## src/rtl/shift_pkg.sv

```systemverilog
// Shared definitions for the multi-cycle shift unit.
// Contents:
//   state_t     - sequencer FSM states (IDLE, SHIFT, DONE)
//   DIR_LEFT    - dir encoding for a left shift
//   DIR_RIGHT   - dir encoding for a right shift
//   SHIFT_LOGIC - arith encoding for a logical shift
//   SHIFT_ARITH - arith encoding for an arithmetic (sign-fill) shift
package shift_pkg;

    typedef enum logic [1:0] {
        IDLE  = 2'd0,
        SHIFT = 2'd1,
        DONE  = 2'd2
    } state_t;

    localparam logic DIR_LEFT    = 1'b0;
    localparam logic DIR_RIGHT   = 1'b1;
    localparam logic SHIFT_LOGIC = 1'b0;
    localparam logic SHIFT_ARITH = 1'b1;

endpackage

```

## src/rtl/shift_one_step.sv

```systemverilog
// Combinational single-position shifter reused every cycle by the sequencer.
// Ports:
//   data    - value to shift (N bits)
//   dir     - DIR_LEFT / DIR_RIGHT
//   arith   - SHIFT_ARITH fills with the sign bit on a right shift
//   shifted - data shifted by exactly one position
//   out_bit - the bit that falls off the end
module shift_one_step
    import shift_pkg::*;
#(
    parameter int N = 8
) (
    input  logic [N-1:0] data,
    input  logic         dir,
    input  logic         arith,
    output logic [N-1:0] shifted,
    output logic         out_bit
);

    // Left shifts always fill with zero; arith only matters for right
    // shifts, where it chooses between zero fill and sign replication.
    always_comb begin
        shifted = '0;
        out_bit = 1'b0;
        if (dir == DIR_LEFT) begin
            shifted = {data[N-2:0], 1'b0};
            out_bit = data[N-1];
        end else begin
            shifted = {((arith == SHIFT_ARITH) ? data[N-1] : 1'b0), data[N-1:1]};
            out_bit = data[0];
        end
    end

endmodule

```

## src/rtl/shift_sequencer.sv

```systemverilog
// Multi-cycle shift unit: captures an operand and shift amount, then applies
// one single-position shift per clock through shift_one_step.
// Ports:
//   clk, rst  - rising-edge clock, synchronous active-high reset
//   start     - request pulse, only looked at while idle
//   data_in   - operand (N bits), captured on accepted start
//   shamt     - shift amount (SHW bits), clamped to N
//   dir       - 0 left, 1 right
//   arith     - 1 arithmetic, 0 logical
//   busy      - high whenever the FSM is not idle
//   done      - one-cycle pulse, result valid
//   data_out  - shifted result, held until the next done
//   carry_out - last bit shifted out
//   zero      - data_out == 0
module shift_sequencer
    import shift_pkg::*;
#(
    parameter int N   = 8,
    parameter int SHW = $clog2(N) + 1
) (
    input  logic           clk,
    input  logic           rst,
    input  logic           start,
    input  logic [N-1:0]   data_in,
    input  logic [SHW-1:0] shamt,
    input  logic           dir,
    input  logic           arith,
    output logic           busy,
    output logic           done,
    output logic [N-1:0]   data_out,
    output logic           carry_out,
    output logic           zero
);

    state_t         state;
    logic [N-1:0]   work;
    logic           dir_q;
    logic           arith_q;
    logic [SHW-1:0] count;
    logic [SHW-1:0] shamt_eff;
    logic [N-1:0]   step_data;
    logic           step_bit;

    // Anything beyond N shifts gives the same result as N shifts, so the
    // amount is clamped before it ever reaches the counter.
    assign shamt_eff = (shamt > SHW'(N)) ? SHW'(N) : shamt;

    shift_one_step #(.N(N)) u_step (
        .data    (work),
        .dir     (dir_q),
        .arith   (arith_q),
        .shifted (step_data),
        .out_bit (step_bit)
    );

    // The result registers are only written on the edge that enters DONE,
    // so the previous result stays visible while a new operation runs.
    // carry_out therefore takes the bit from the final shift step only.
    always_ff @(posedge clk) begin
        if (rst) begin
            state     <= IDLE;
            busy      <= 1'b0;
            done      <= 1'b0;
            data_out  <= '0;
            carry_out <= 1'b0;
            zero      <= 1'b1;
            count     <= '0;
            work      <= '0;
            dir_q     <= DIR_LEFT;
            arith_q   <= SHIFT_LOGIC;
        end else begin
            done <= 1'b0;
            case (state)
                IDLE: begin
                    if (start) begin
                        work    <= data_in;
                        dir_q   <= dir;
                        arith_q <= arith;
                        count   <= shamt_eff;
                        busy    <= 1'b1;
                        if (shamt_eff == '0) begin
                            state     <= DONE;
                            done      <= 1'b1;
                            data_out  <= data_in;
                            carry_out <= 1'b0;
                            zero      <= (data_in == '0);
                        end else begin
                            state <= SHIFT;
                        end
                    end
                end
                SHIFT: begin
                    work  <= step_data;
                    count <= count - SHW'(1);
                    if (count == SHW'(1)) begin
                        state     <= DONE;
                        done      <= 1'b1;
                        data_out  <= step_data;
                        carry_out <= step_bit;
                        zero      <= (step_data == '0);
                    end
                end
                DONE: begin
                    state <= IDLE;
                    busy  <= 1'b0;
                end
                default: begin
                    state <= IDLE;
                    busy  <= 1'b0;
                end
            endcase
        end
    end

endmodule

```

## config.mk

```make
export PLATFORM = sky130hd
export DESIGN_NAME = shift_sequencer
export DESIGN_NICKNAME = d
export VERILOG_FILES = /design/src/rtl/shift_pkg.sv /design/src/rtl/shift_one_step.sv /design/src/rtl/shift_sequencer.sv
export SDC_FILE = /design/constraint.sdc
export NUM_CORES = 1
export LEC_CHECK = 0
export ABC_CLOCK_PERIOD_IN_PS = 3700
export CAP_MARGIN = 25
export CORE_ASPECT_RATIO = 1.1
export CORE_MARGIN = 2
export CORE_UTILIZATION = 50
export DETAILED_ROUTE_END_ITERATION = 7
export PLACE_DENSITY = 0.78
export SYNTH_ARGS = -nofsm -noshare
export SYNTH_HDL_FRONTEND = slang
export SYNTH_SLANG_ARGS = --single-unit
```

## constraint.sdc

```tcl
create_clock -name clk -period 3.7 [get_ports clk]
set_input_delay 0.74 -clock clk [delete_from_list [all_inputs] [get_ports clk]]
set_output_delay 0.74 -clock clk [all_outputs]
set_load 0.05 [all_outputs]
```

==> results of run 1 <==
## final timing paths
kind | to | depth (start not counted)
setup reg to reg | data_out[2] | 4
hold / removal | busy | 2
hold reg to reg | busy | 2
setup / recovery | data_out[2] | 5
## worst max-delay path, delay by kind of cell
family | cells | cell delay [ps]
compound gates | 1 | 440
buf+inv | 1 | 580
simple gates | 2 | 510
mux | 1 | 260
## area by class of cell
class,count,share of cell area [%]
Sequential cell,28,33.0
Timing Repair Buffer,28,16.5
Clock buffer,4,2.13
Tap cell,33,2.43
Multi-Input combinational cell,114,45.1
Inverter,4,0.883
## per-stage QoR
| stage | hold WS (ps) | setup slack [ps] |
|---|---|---|
| 2_1_floorplan | 456 | 1680 |
| 5_1_grt | 524 | 1260 |
| 4_1_cts | 499 | 1350 |
| 3_3_place_gp | 476 | 1020 |
| 3_5_place_dp | 480 | 984 |
| 6_report | 499 | 1360 |
## cells in the mapped netlist (4+ instances only)
| cell type | instances |
|---|---|
| mux2i_1 | 11 |
| buf_2 | 4 |
| inv_1 | 4 |
| nor3_1 | 4 |
| nor2_1 | 17 |
| dfxtp_1 | 28 |
| nand2b_1 | 4 |
| nand2_1 | 15 |
| o21ai_0 | 4 |
| nor2b_1 | 5 |
| mux2_2 | 11 |
| a21oi_1 | 11 |
## cells by family after synthesis
group	share of synthesized area, %
simple gates	21.5
mux	17.6
fa+ha+maj	1.80
buf+inv	4.67
flops	40.3
compound gates	14.2
## registers in the layout, indices dropped and copies added (netlist names)
signal	count
busy	1
zero	1
arith_q	1
done	1
carry_out	1
count	4
data_out	8
dir_q	1
state	2
work	8
## metal layers
layer  GRT usage [%]  vias up
li1                -      598
met4            9.29        0
met5               0        -
met2            38.7       27
met3            4.29        5
met1            25.7      556
## report_power, final
part	internal [mW]	switching (mW)	total, mW	leakage (nW)
combinational	0.0770	0.0892	0.166	0.357
sequential	0.324	0.0232	0.347	0.229
clock	0.0604	0.0929	0.153	0.0210
==> impl_metrics.toml, run 1 <==
[logic_synthesis]
synth_edf_count = 0
synth-seq-cells = 28
syn_avg_cell_area_sq_um = 8.93
syn_inst = 156
synth_fp_nets = 175
ys_types = 37
yosys.area.top_type = "dfxtp_1"
async_flop_share_pct = 0
syn_area_sq_um = 1390
yosys_warnings = 0
synth.area.top_cells = "dfxtp_1, mux2_2, mux2i_1"
synthFlopType = "dfxtp_1"
ys_seq_area_share_pct = 40.3
synth_top_area_share_pct = 40.3

[route]
drc = 0
routedWlPerCell_um = 14.8
routed_via_density = 5.62
drt-total-wl_um = 3130
top_layer_used = "met4"
met1Wirelength_um = 1340
vias = 1186
met3_length_um = 142
postRouteAntennaNets = 0
drt_first_pass_iters = 4
drt-initial-drc-count = 25
wl_met2_um = 1610

[critical_path]
cp.required_ps = 3900
worst_ep_arrival_time_ps = 2540
cp-start-kind = "input pin"
cp-end-kind = "flip-flop"
cpMaxStageDelayCell = "clkdlybuf4s50_1"
r2r_slack_ps = 1540
crit_path_start = "start"
cp_slowest_stage_delay_ps = 580
crit_type = "input pin to flip-flop"
critical_path.max_fanout = 14
regToRegStartpoint = "state[0]"
crit_chain = "clkdlybuf4s50_1 > or3b_4 > o22ai_4 > mux2i_1 > nor2_1"

[global_route]
grt_pass1_wl_um = 5160
grt_max_degree = 29
overflow = 0
gr-usage-all-layers_pct = 22.1
first_global_vias = 1205
antenna_found_initial = 0

[die]
core_area_sq_um = 2700
ios = 29
die-area_sq_um = 3220
rows = 20
die_h_um = 59.4
initial_core_util_pct = 51.5
die_w_um = 54.3

[place]
io_buffers = 28
placed_cell_area_sq_um = 1660
hpwl_um = 2290
finalWeightedCongestion = 0.728
dp.cells = 207

[pwr]
powerDensity_nw_per_um2 = 392
ir_worst_vdd_mv = 0.291
power_uw = 667
power.static_leakage_nw = 0.607

[timing]
setup_viol = 0
period_share_pct = 63.2
finalClockSkew_ps = 8.87
timing.fmax_mhz = 428
slew_headroom_pct = 31.0
period_minus_slack_ps = 2340
slew_violations = 0
finalHoldViolCount = 0
fin_setup_tns_ps = 0
worst_slew_pin_slew_ps = 1030
rsz0062_at_grt = "no"

[clock_tree]
cts_resized = 0
clock-sinks = 28
root_buffer = "clkbuf_4"
post-cts-setup-buffer-count = 0
path_clk_slew_ps = 150
clk_latency_ps = 340
cts_tree = "built"
cts_buffers = 3
hold_buffers = 0
clockBufferDepth = 2
htreeDepth = 1

[run_status]
status = "complete, no violations"

[finish]
final_cell_mix = "dfxtp_1, clkdlybuf4s50_1, nor2_1"
multi_input_area_sq_um = 767
fillers = 238
drive_above_1_share_pct = 12.4
final_util_pct = 62.9
final_area_sq_um = 1700
final_nets = 198
area.growth.synth_to_final_pct = 22.1
n_antenna_cell = 0
final_cells = 211
regArea_sq_um = 561

[hold_path]
hp-class = "flip-flop to flip-flop"
hp-start = "busy"

[run]
maxCapViolCount = 0
Note: power is estimated with default switching activity, not from simulation.
==> inputs of run 2 (changes only) <==
- ABC_CLOCK_PERIOD_IN_PS: 3700 -> 2350
- clock period: 3.7 -> 2.35 ns (I/O delays scaled with it)
==> run 2 against run 1 <==
Against the previous run: largest power group unchanged; die area did not move; core utilization rose by 2.7 points; global-route usage fell by 0.14 points; combinational power rose by 66%; register-to-register slack got worse by 990 ps; critical path depth fell by 4; flip-flop and latch count did not move; sequential power rose by 57%; largest cell class unchanged.
==> impl_metrics.toml, run 2 (synthesis results as in run 1) <==
[route]
postRouteAntennaNets = 0
drt-total-wl_um = 3050
routed_via_density = 5.48
vias = 1189
drt-initial-drc-count = 24
drc = 0
drt_first_pass_iters = 4
routedWlPerCell_um = 14.1

[hold_path]
hold_path_depth = 2
worstHoldEndpoint = "busy"
hp-class = "flip-flop to flip-flop"
hp-start = "busy"

[pwr]
ir_worst_vdd_mv = 0.502
power.static_leakage_nw = 0.647
powerDensity_nw_per_um2 = 638
power_mw = 1.13

[run_status]
status = "complete, no violations"

[timing]
rsz0062_at_grt = "no"
slew_violations = 0
fin_setup_tns_ps = 0
timing.fmax_mhz = 507
period_minus_slack_ps = 1970
finalHoldViolCount = 0
slew_headroom_pct = 66.3
finalClockSkew_ps = 7.51
worst_slew_pin_slew_ps = 504
worst_hold_slack_ps = 499
period_share_pct = 83.9
setup_viol = 0

[place]
finalWeightedCongestion = 0.776
io_buffers = 28
placed_cell_area_sq_um = 1720
dp.cells = 213
hpwl_um = 2310

[finish]
n_antenna_cell = 0
area.growth.synth_to_final_pct = 27.4
drive_above_1_share_pct = 15.2
final_cells = 217
final_cell_mix = "dfxtp_1, clkdlybuf4s50_1, nor2_1"
final_area_sq_um = 1770
reg.largest.list = "data_out: 8 flops, work: 8 flops, count: 4 flops"
final_nets = 204

[critical_path]
cp-start-kind = "flip-flop"
critical_path.max_fanout = 2
cpMaxStageDelayCell = "clkdlybuf4s50_1"
worstReg2RegEnd = "data_out[1]"
crit_path_start = "data_out[0]"
cp-end-kind = "output pin"
r2r_slack_ps = 550
cp_top_family = "buffers and inverters"
cp.required_ps = 1880
worst_ep_arrival_time_ps = 1500
cp_slowest_stage_delay_ps = 800
rr_worst_depth = 6
regToRegStartpoint = "count[0]"
crit_chain = "clkdlybuf4s50_1"
crit_type = "flip-flop to output pin"
critPathBufInv = 1

[die]
die_w_um = 54.3
core_area_sq_um = 2700
ios = 29
rows = 20
die_h_um = 59.4
die-area_sq_um = 3220
initial_core_util_pct = 51.5

[clock_tree]
cts_resized = 0
clockBufferDepth = 2
htreeDepth = 1
clk_latency_ps = 320
cts_tree = "built"
post-cts-setup-buffer-count = 0
clock-sinks = 28
path_clk_slew_ps = 150
cts_buffers = 3
hold_buffers = 0
root_buffer = "clkbuf_4"

[global_route]
overflow = 0
top_usage_layer = "met2"
grtUsageMet3_pct = 3.03
antenna_found_initial = 0
first_global_vias = 1332
grt_pass1_wl_um = 5350
use_met2_pct = 38.0
gr-usage-all-layers_pct = 22.0
grt_use_met1_pct = 26.4
grt_max_degree = 23

[run]
maxCapViolCount = 0
## run 2: how the worst max path moves through the flow
stage	end	cells past startpoint
after CTS	data_out[7]	1
after global routing	zero	1
final	data_out[0]	1
after global placement	carry_out	6
after detailed placement	data_out[2]	6
after floorplan	data_out[1]	5
## run 2: power breakdown
part           internal, mW  total, mW  leakage (nW)  switching (mW)
combinational         0.134      0.276         0.390           0.142
sequential            0.510      0.546         0.229          0.0364
clock                 0.172      0.310        0.0279           0.138
total                 0.816       1.13         0.647           0.316
## run 2: area by class of cell
type / instances / area (sq um)
fill: 230 / 928
multi-input combinational: 114 / 767
sequential: 28 / 561
timing repair buffer: 34 / 338
tap: 33 / 41.3
clock inverter: 1 / 30.0
clock buffer: 3 / 22.5
inverter: 4 / 15.0
## run 2: routing by layer
layer / part of all wire [%] / vias to the layer above / wire [um]
met2: 52 / 28 / 1590
met1: 43 / 549 / 1300
met4: 1.8 / 0 / 54
met5: 0 / - / 0
met3: 3.5 / 8 / 107
li1: - / 604 / -
## run 2: per-stage QoR
stage | utilization [%] | worst slack [ps]
finish | 65.6 | 379
CTS | 65.6 | 365
floorplan | - | 595
global placement | 63.7 | 182
detailed placement | 63.7 | 126
global route | 65.6 | 303
